<file path="src/rtl/fetch_queue.sv">
// fetch_queue: instruction prefetch stage ahead of decode.
// Owns the PC, reads a single-cycle-latency program memory and buffers
// {instruction, pc} pairs in a DEPTH-entry FIFO. Decode pops the FIFO over
// a valid/ready handshake. A redirect flushes buffered and in-flight
// fetches and restarts from the new PC in the same cycle.
//
// Ports:
//   clk            system clock, rising edge
//   rst            synchronous active-low reset
//   redirect       flush and restart fetch at redirect_pc
//   redirect_pc    new PC (bits [1:0] ignored)
//   halt           stop issuing new fetches; FIFO keeps draining
//   imem_rd        program memory read strobe
//   imem_addr      program memory word address
//   imem_q         read data, valid the cycle after imem_rd
//   id_valid       head entry valid towards decode
//   id_ready       decode accepts head entry
//   id_instruction head instruction (0 when id_valid is low)
//   id_pc          PC of head instruction (0 when id_valid is low)
//   id_pc_plus4    id_pc + 4, wrapping (0 when id_valid is low)
//   count          FIFO occupancy
//
// Build option: define FETCHQ_BYPASS_EN to let a response arriving at an
// empty FIFO drive id_* in the same cycle instead of taking a FIFO slot.

module fetch_queue #(
    parameter int BIT_WIDTH  = 32,
    parameter int ADDR_WIDTH = 32,
    parameter int IMEM_AW    = 6,
    parameter int DEPTH      = 4,
    parameter logic [ADDR_WIDTH-1:0] RESET_PC = '0
) (
    input  logic                      clk,
    input  logic                      rst,
    input  logic                      redirect,
    input  logic [ADDR_WIDTH-1:0]     redirect_pc,
    input  logic                      halt,
    output logic                      imem_rd,
    output logic [IMEM_AW-1:0]        imem_addr,
    input  logic [BIT_WIDTH-1:0]      imem_q,
    output logic                      id_valid,
    input  logic                      id_ready,
    output logic [BIT_WIDTH-1:0]      id_instruction,
    output logic [ADDR_WIDTH-1:0]     id_pc,
    output logic [ADDR_WIDTH-1:0]     id_pc_plus4,
    output logic [$clog2(DEPTH):0]    count
);

    localparam int PW = $clog2(DEPTH);
    localparam int CW = PW + 1;
    localparam int OW = CW + 1;
    localparam logic [ADDR_WIDTH-1:0] STEP = ADDR_WIDTH'(4);
    localparam logic [ADDR_WIDTH-1:0] ALIGN = ~ADDR_WIDTH'(3);

    typedef enum logic [1:0] {
        BOOT   = 2'd0,
        RUN    = 2'd1,
        HALTED = 2'd2
    } state_t;

    state_t state;
    state_t state_nxt;

    logic [ADDR_WIDTH-1:0] pc;
    logic [ADDR_WIDTH-1:0] target;
    logic [ADDR_WIDTH-1:0] fetch_pc;
    logic [ADDR_WIDTH-1:0] resp_pc;
    logic                  inflight;
    logic                  kill;

    logic [BIT_WIDTH-1:0]  mem_instr [DEPTH];
    logic [ADDR_WIDTH-1:0] mem_pc    [DEPTH];
    logic [PW-1:0]         rd_ptr;
    logic [PW-1:0]         wr_ptr;

    logic [OW-1:0]         occupancy;
    logic                  room;
    logic                  fifo_empty;
    logic                  fifo_pop;
    logic                  capture;
    logic                  push;
    logic                  issue;

    logic                  head_valid;
    logic [BIT_WIDTH-1:0]  head_instr;
    logic [ADDR_WIDTH-1:0] head_pc;

    // ---------------------------------------------------------------
    // Fetch address: a redirect steers this cycle's read straight to
    // the target so the restart costs no bubble.
    // ---------------------------------------------------------------
    assign target    = redirect_pc & ALIGN;
    assign fetch_pc  = redirect ? target : pc;
    assign imem_addr = fetch_pc[IMEM_AW+1:2];

    // Slots already promised: buffered entries plus the one in flight.
    assign occupancy  = {1'b0, count} + {{CW{1'b0}}, inflight};
    assign room       = occupancy < OW'(DEPTH);
    assign fifo_empty = (count == '0);
    assign fifo_pop   = id_ready && !fifo_empty;

    // The response landing in a redirect cycle belongs to the old
    // stream and is dropped.
    assign capture = inflight && !kill && !redirect;

    // ---------------------------------------------------------------
    // FSM: state register
    // ---------------------------------------------------------------
    always_ff @(posedge clk) begin
        if (!rst) begin
            state <= BOOT;
        end else begin
            state <= state_nxt;
        end
    end

    // ---------------------------------------------------------------
    // FSM: next state
    // ---------------------------------------------------------------
    always_comb begin
        state_nxt = state;
        unique case (state)
            BOOT: begin
                state_nxt = RUN;
            end
            RUN: begin
                if (halt && !redirect) begin
                    state_nxt = HALTED;
                end
            end
            HALTED: begin
                if (redirect || !halt) begin
                    state_nxt = RUN;
                end
            end
            default: begin
                state_nxt = BOOT;
            end
        endcase
    end

    // ---------------------------------------------------------------
    // FSM: outputs. A redirect frees every slot at the end of the
    // cycle, so it never has to wait for room.
    // ---------------------------------------------------------------
    always_comb begin
        issue = 1'b0;
        if (state == RUN && !halt) begin
            issue = redirect || room || fifo_pop;
        end
    end

    assign imem_rd = issue;

    // ---------------------------------------------------------------
    // PC and in-flight tracking
    // ---------------------------------------------------------------
    always_ff @(posedge clk) begin
        if (!rst) begin
            pc       <= RESET_PC;
            inflight <= 1'b0;
            kill     <= 1'b0;
            resp_pc  <= '0;
        end else begin
            inflight <= issue;
            // A redirect with no fresh issue leaves no valid response
            // behind it.
            kill     <= redirect && !issue;
            if (issue) begin
                resp_pc <= fetch_pc;
            end
            if (redirect) begin
                pc <= issue ? target + STEP : target;
            end else if (issue) begin
                pc <= pc + STEP;
            end
        end
    end

    // ---------------------------------------------------------------
    // Head selection and push control
    // ---------------------------------------------------------------
`ifdef FETCHQ_BYPASS_EN
    logic bypass;

    assign bypass     = capture && fifo_empty;
    assign push       = capture && !(bypass && id_ready);
    assign head_valid = !fifo_empty || bypass;
    assign head_instr = bypass ? imem_q  : mem_instr[rd_ptr];
    assign head_pc    = bypass ? resp_pc : mem_pc[rd_ptr];
`else
    assign push       = capture;
    assign head_valid = !fifo_empty;
    assign head_instr = mem_instr[rd_ptr];
    assign head_pc    = mem_pc[rd_ptr];
`endif

    // ---------------------------------------------------------------
    // FIFO pointers and occupancy
    // ---------------------------------------------------------------
    always_ff @(posedge clk) begin
        if (!rst) begin
            rd_ptr <= '0;
            wr_ptr <= '0;
            count  <= '0;
        end else if (redirect) begin
            rd_ptr <= '0;
            wr_ptr <= '0;
            count  <= '0;
        end else begin
            if (push) begin
                wr_ptr <= wr_ptr + PW'(1);
            end
            if (fifo_pop) begin
                rd_ptr <= rd_ptr + PW'(1);
            end
            count <= count + CW'(push) - CW'(fifo_pop);
        end
    end

    // Storage needs no reset: entries are only visible while counted.
    always_ff @(posedge clk) begin
        if (push) begin
            mem_instr[wr_ptr] <= imem_q;
            mem_pc[wr_ptr]    <= resp_pc;
        end
    end

    // ---------------------------------------------------------------
    // Decode-side outputs, forced to zero while nothing is valid
    // ---------------------------------------------------------------
    assign id_valid       = head_valid;
    assign id_instruction = head_valid ? head_instr : '0;
    assign id_pc          = head_valid ? head_pc : '0;
    assign id_pc_plus4    = head_valid ? head_pc + STEP : '0;

    // Issue throttling guarantees a push never lands on a full FIFO.
    assert property (@(posedge clk) disable iff (!rst)
        !(push && !fifo_pop && count == CW'(DEPTH)));

endmodule

</file>
<file path="config.mk">
export PLATFORM = sky130hd
export DESIGN_NAME = fetch_queue
export DESIGN_NICKNAME = d
export VERILOG_FILES = /design/src/rtl/fetch_queue.sv
export SDC_FILE = /design/constraint.sdc
export NUM_CORES = 1
export LEC_CHECK = 0
export BUFFER_PORTS_ARGS = -buffer_cell sky130_fd_sc_hd__clkbuf_2
export CORE_ASPECT_RATIO = 0.9
export CORE_MARGIN = 3
export CORE_UTILIZATION = 60
export DETAILED_ROUTE_END_ITERATION = 8
export PLACE_DENSITY = 0.85
export SLEW_MARGIN = 10
export SYNTH_ARGS = -nofsm -noshare
export SYNTH_HDL_FRONTEND = slang
export SYNTH_SLANG_ARGS = --single-unit
export TNS_END_PERCENT = 5
</file>
<file path="constraint.sdc">
create_clock -name clk -period 5.6 [get_ports clk]
set_input_delay 0.84 -clock clk [delete_from_list [all_inputs] [get_ports clk]]
set_output_delay 0.84 -clock clk [all_outputs]
set_load 0.02 [all_outputs]
</file>
==> impl_metrics.prom <==
# TYPE chip_impl_metric gauge
chip_impl_metric{name="initial_core_utilization",unit=""} 0.616
chip_impl_metric{name="globalRoute.totalOverflow",unit=""} 0
chip_impl_metric{name="drt_wl_total",unit="mm"} 32.1
chip_impl_metric{name="initialDrtViolationCount",unit=""} 787
chip_impl_metric{name="numClockSinks",unit=""} 326
chip_impl_metric{name="timing.hold.worst_path_depth",unit=""} 1
chip_impl_metric{name="grt_first_pass_wirelength",unit="mm"} 49.9
chip_impl_info{name="synth.area.top_cells",value="sky130_fd_sc_hd__edfxtp_1, sky130_fd_sc_hd__dfxtp_1, sky130_fd_sc_hd__mux4_2"} 1
chip_impl_metric{name="cts-root-to-sink-buffers",unit=""} 3
chip_impl_metric{name="swShare",unit=""} 0.218
chip_impl_metric{name="number_of_buffers_added_by_the_clock_tree_synthesis_step",unit=""} 31
chip_impl_metric{name="clock_transition_time_at_the_flip_flop_clock_pins_of_the_worst_setup_and_hold_paths",unit="ns"} 0.07
chip_impl_metric{name="num_vias",unit=""} 9042
chip_impl_info{name="synth-main-ff-cell",value="sky130_fd_sc_hd__edfxtp_1"} 1
chip_impl_metric{name="slowest_delay",unit="ns"} 0.87
chip_impl_info{name="timing.critical_path.to_type",value="output pin"} 1
chip_impl_metric{name="post-route-period-util",unit=""} 0.828
chip_impl_info{name="reg2reg_from",value="count[1]"} 1
chip_impl_metric{name="coreArea",unit="µm²"} 23500
chip_impl_metric{name="nNetsFinal",unit=""} 1234
chip_impl_info{name="min_path_type",value="input pin to flip-flop"} 1
chip_impl_metric{name="die_area",unit="µm²"} 26100
chip_impl_info{name="cts-root-buf",value="sky130_fd_sc_hd__clkbuf_16"} 1
chip_impl_info{name="leading_cell_types_by_count_after_synthesis",value="sky130_fd_sc_hd__edfxtp_1, sky130_fd_sc_hd__nor2_1, sky130_fd_sc_hd__dfxtp_1"} 1
chip_impl_metric{name="timing.final.hold_violations",unit=""} 0
chip_impl_metric{name="drtAntennaViolNets",unit=""} 0
chip_impl_metric{name="antenna_cells",unit=""} 0
chip_impl_metric{name="slew_headroom",unit=""} 0.358
chip_impl_metric{name="num_rows",unit=""} 53
chip_impl_metric{name="grt_start_max_net_pins",unit=""} 64
chip_impl_metric{name="cp_max_fo",unit=""} 40
chip_impl_metric{name="clock_power_share",unit=""} 0.413
chip_impl_metric{name="power-per-cell-area",unit="nW/µm²"} 307
chip_impl_metric{name="internal-power",unit="W"} 0.00398
chip_impl_info{name="critical-path-top-delay-family",value="simple AND/OR/NAND/NOR gates"} 1
chip_impl_metric{name="postCtsHoldBufs",unit=""} 0
chip_impl_info{name="setup_repair_after_global_routing_missed_its_margin",value="false"} 1
chip_impl_info{name="cp_max_delay_cell",value="sky130_fd_sc_hd__dfxtp_4"} 1
chip_impl_metric{name="sequentialPowerShare",unit=""} 0.529
chip_impl_metric{name="design_area",unit="µm²"} 16500
chip_impl_metric{name="htree_levels",unit=""} 1
chip_impl_metric{name="final_hpwl_dp",unit="mm"} 20.6
chip_impl_metric{name="wire_per_inst",unit="µm"} 21.6
chip_impl_metric{name="synth_enable_flop_cells",unit=""} 252
chip_impl_info{name="whs_endpoint",value="mem_instr[0][27]"} 1
chip_impl_metric{name="grt_pass1_vias",unit=""} 8833
chip_impl_metric{name="dr.pass1.iters",unit=""} 5
chip_impl_metric{name="tightestPinTransition",unit="ns"} 0.960
chip_impl_metric{name="cellLeakagePower",unit="nW"} 5.94
chip_impl_metric{name="cp_required",unit="ns"} 4.76
chip_impl_info{name="timing.critical_path.from_type",value="flip-flop"} 1
chip_impl_metric{name="power_frac_comb",unit=""} 0.058
chip_impl_metric{name="place.port_buffers",unit=""} 173
chip_impl_info{name="synth_area_leader_cell",value="sky130_fd_sc_hd__edfxtp_1"} 1
chip_impl_metric{name="power.ir.vdd_worst",unit="µV"} 262
chip_impl_metric{name="finalSetupViolCount",unit=""} 0
chip_impl_info{name="most_common_cell_in_the_netlist",value="sky130_fd_sc_hd__edfxtp_1"} 1
chip_impl_metric{name="final.setup.tns",unit="ns"} 0
chip_impl_metric{name="drc_errors",unit=""} 0
chip_impl_metric{name="p_sw",unit="W"} 0.00111
chip_impl_metric{name="synth_cell_type_count",unit=""} 66
chip_impl_metric{name="grt_usage",unit=""} 0.244
chip_impl_metric{name="avgViaCountPerCell",unit=""} 6.11
chip_impl_metric{name="synthesis_warning_total",unit=""} 0
chip_impl_metric{name="die_x",unit="µm"} 170
chip_impl_info{name="hp-start",value="imem_q[27]"} 1
chip_impl_info{name="outcome",value="finished clean"} 1
chip_impl_metric{name="area_growth",unit="%"} 14.0
chip_impl_metric{name="cts_setup_buffers",unit=""} 0
chip_impl_metric{name="die_h",unit="µm"} 154
chip_impl_metric{name="async_flop_share",unit=""} 0
chip_impl_metric{name="clock-skew-final",unit="ns"} 0.0145
chip_impl_metric{name="timing.max_cap.violations",unit=""} 0
chip_impl_metric{name="period_needed",unit="ns"} 4.64
chip_impl_metric{name="final_layout_size_suffix_gt1_frac",unit=""} 0.273
chip_impl_metric{name="reg2regPathDepth",unit=""} 9
chip_impl_metric{name="ys_ff_latch",unit=""} 326
chip_impl_info{name="cell_breakdown_of_the_critical_path",value="mux4_1, and4_1, nor2b_1, nand3_1, xor2_1, nor2_1, clkbuf_2"} 1
chip_impl_metric{name="synth_top_cell_area_share",unit=""} 0.522
chip_impl_metric{name="filler_cell_count",unit=""} 1546
chip_impl_metric{name="synth.cell_area",unit="µm²"} 14500
chip_impl_metric{name="gate_count_post_synth",unit=""} 995
chip_impl_metric{name="timing.final.max_slew_violations",unit=""} 0
chip_impl_metric{name="seq_area_frac_synth",unit=""} 0.624
chip_impl_metric{name="clock_latency",unit="ns"} 0.57
chip_impl_metric{name="routability_congestion_estimate_from_global_placement",unit=""} 0.857
chip_impl_metric{name="r2r_slack",unit="ns"} 2.34
chip_impl_info{name="timing_worst_setup_path_type",value="flip-flop to output pin"} 1
chip_impl_metric{name="worst-endpoint-arrival",unit="ns"} 3.80
chip_impl_metric{name="boundaryPins",unit=""} 176
chip_impl_metric{name="maxClockFrequency",unit="MHz"} 216
chip_impl_info{name="timing.rr.end",value="count[1]"} 1
chip_impl_metric{name="cts_resized",unit=""} 0
chip_impl_metric{name="synth_nets",unit=""} 1074
chip_impl_metric{name="bufs_and_invs_on_worst_path",unit=""} 1
chip_impl_metric{name="synth_area_per_cell",unit="µm²"} 14.6
chip_impl_metric{name="antenna_found_initial",unit=""} 0
chip_impl_metric{name="post_dp_cell_area",unit="µm²"} 15500
chip_impl_info{name="clock_tree_from_tritoncts",value="yes"} 1
==> cell usage in the layout, fill, tap and decap left out, types with 23 or more instances in the layout <==
cell type                   count
sky130_fd_sc_hd__nor2_1        84
sky130_fd_sc_hd__clkbuf_16     31
sky130_fd_sc_hd__dfxtp_1       72
sky130_fd_sc_hd__and2_1        71
sky130_fd_sc_hd__xnor2_1       34
sky130_fd_sc_hd__clkbuf_2     173
sky130_fd_sc_hd__xor2_1        49
sky130_fd_sc_hd__mux4_2        54
sky130_fd_sc_hd__a211oi_1      32
sky130_fd_sc_hd__and3_1        23
sky130_fd_sc_hd__edfxtp_1     252
sky130_fd_sc_hd__nand2_1       37
sky130_fd_sc_hd__mux2i_1       31
sky130_fd_sc_hd__nand3_1       29
==> power groups by stage <==
stage	logic (W)	registers, W	clock network [W]
after detailed placement	0.000287	0.00274	0
after CTS	0.000292	0.00269	0.00212
after global placement	0.000281	0.00273	0
final	0.000293	0.00269	0.00210
after global routing	0.000318	0.00270	0.00223
after floorplan	0.000190	0.00273	0
==> area by class of cell <==
cell class,count,area [µm²],area share
flip-flops and latches,326,9050,0.547
clock inverters,18,208,0.0126
well taps,302,378,0.0228
clock buffers,39,816,0.0493
repair buffers,187,983,0.0595
inverters,17,63.8,0.00386
multi-input cells,592,5040,0.305
==> worst max path at each step <==
stage / startpoint / endpoint / slack [ns] / cells after the start
final: flip-flop / id_pc_plus4[23] / 0.96 / 7
after global routing: flip-flop / id_pc_plus4[23] / 0.71 / 7
after CTS: flip-flop / id_pc_plus4[23] / 0.97 / 7
after detailed placement: flip-flop / id_pc_plus4[28] / 1.59 / 8
after global placement: flip-flop / id_pc_plus4[24] / 1.64 / 8
after floorplan: redirect / mem_instr[1][0] / 2.04 / 5
==> layer usage <==
metal | GRT usage | part of all wire | wire, µm
met5 | 0 | 0 | 0
met4 | 0.0599 | 0.021 | 674
met1 | 0.372 | 0.44 | 14000
met3 | 0.0380 | 0.078 | 2490
met2 | 0.376 | 0.46 | 14800
==> registers in the layout, indices dropped and copies added, names as in the netlist, named ones only <==
signal	count
pc	30
mem_pc	124
rd_ptr	2
mem_instr	128
state	2
resp_pc	31
kill	1
wr_ptr	2
inflight	1
count	3
==> metrics by stage <==
| step | hold slack [ns] | utilization | cells | power, W | worst slack, ns |
|---|---|---|---|---|---|
| after detailed placement | 0.496 | 0.659 | 1424 | 0.00303 | 1.59 |
| after floorplan | 0.452 | - | 995 | 0.00292 | 2.04 |
| final | 0.497 | 0.703 | 1481 | 0.00509 | 0.965 |
| after CTS | 0.480 | 0.703 | 1481 | 0.00511 | 0.967 |
| after global placement | 0.476 | 0.659 | 1424 | 0.00302 | 1.64 |
| after global routing | 0.485 | 0.703 | 1481 | 0.00524 | 0.714 |
==> logic make-up (layout without fill, tap and decap cells) <==
group	after synthesis	after routing	synth area share
compound gates	81	81	0.0413
fa+ha+maj	11	11	0.00983
buf+inv	77	261	0.0296
flops	326	326	0.624
xor+xnor	83	83	0.0501
mux	98	98	0.125
simple gates	319	319	0.121
(Power assumes the default switching activity.)
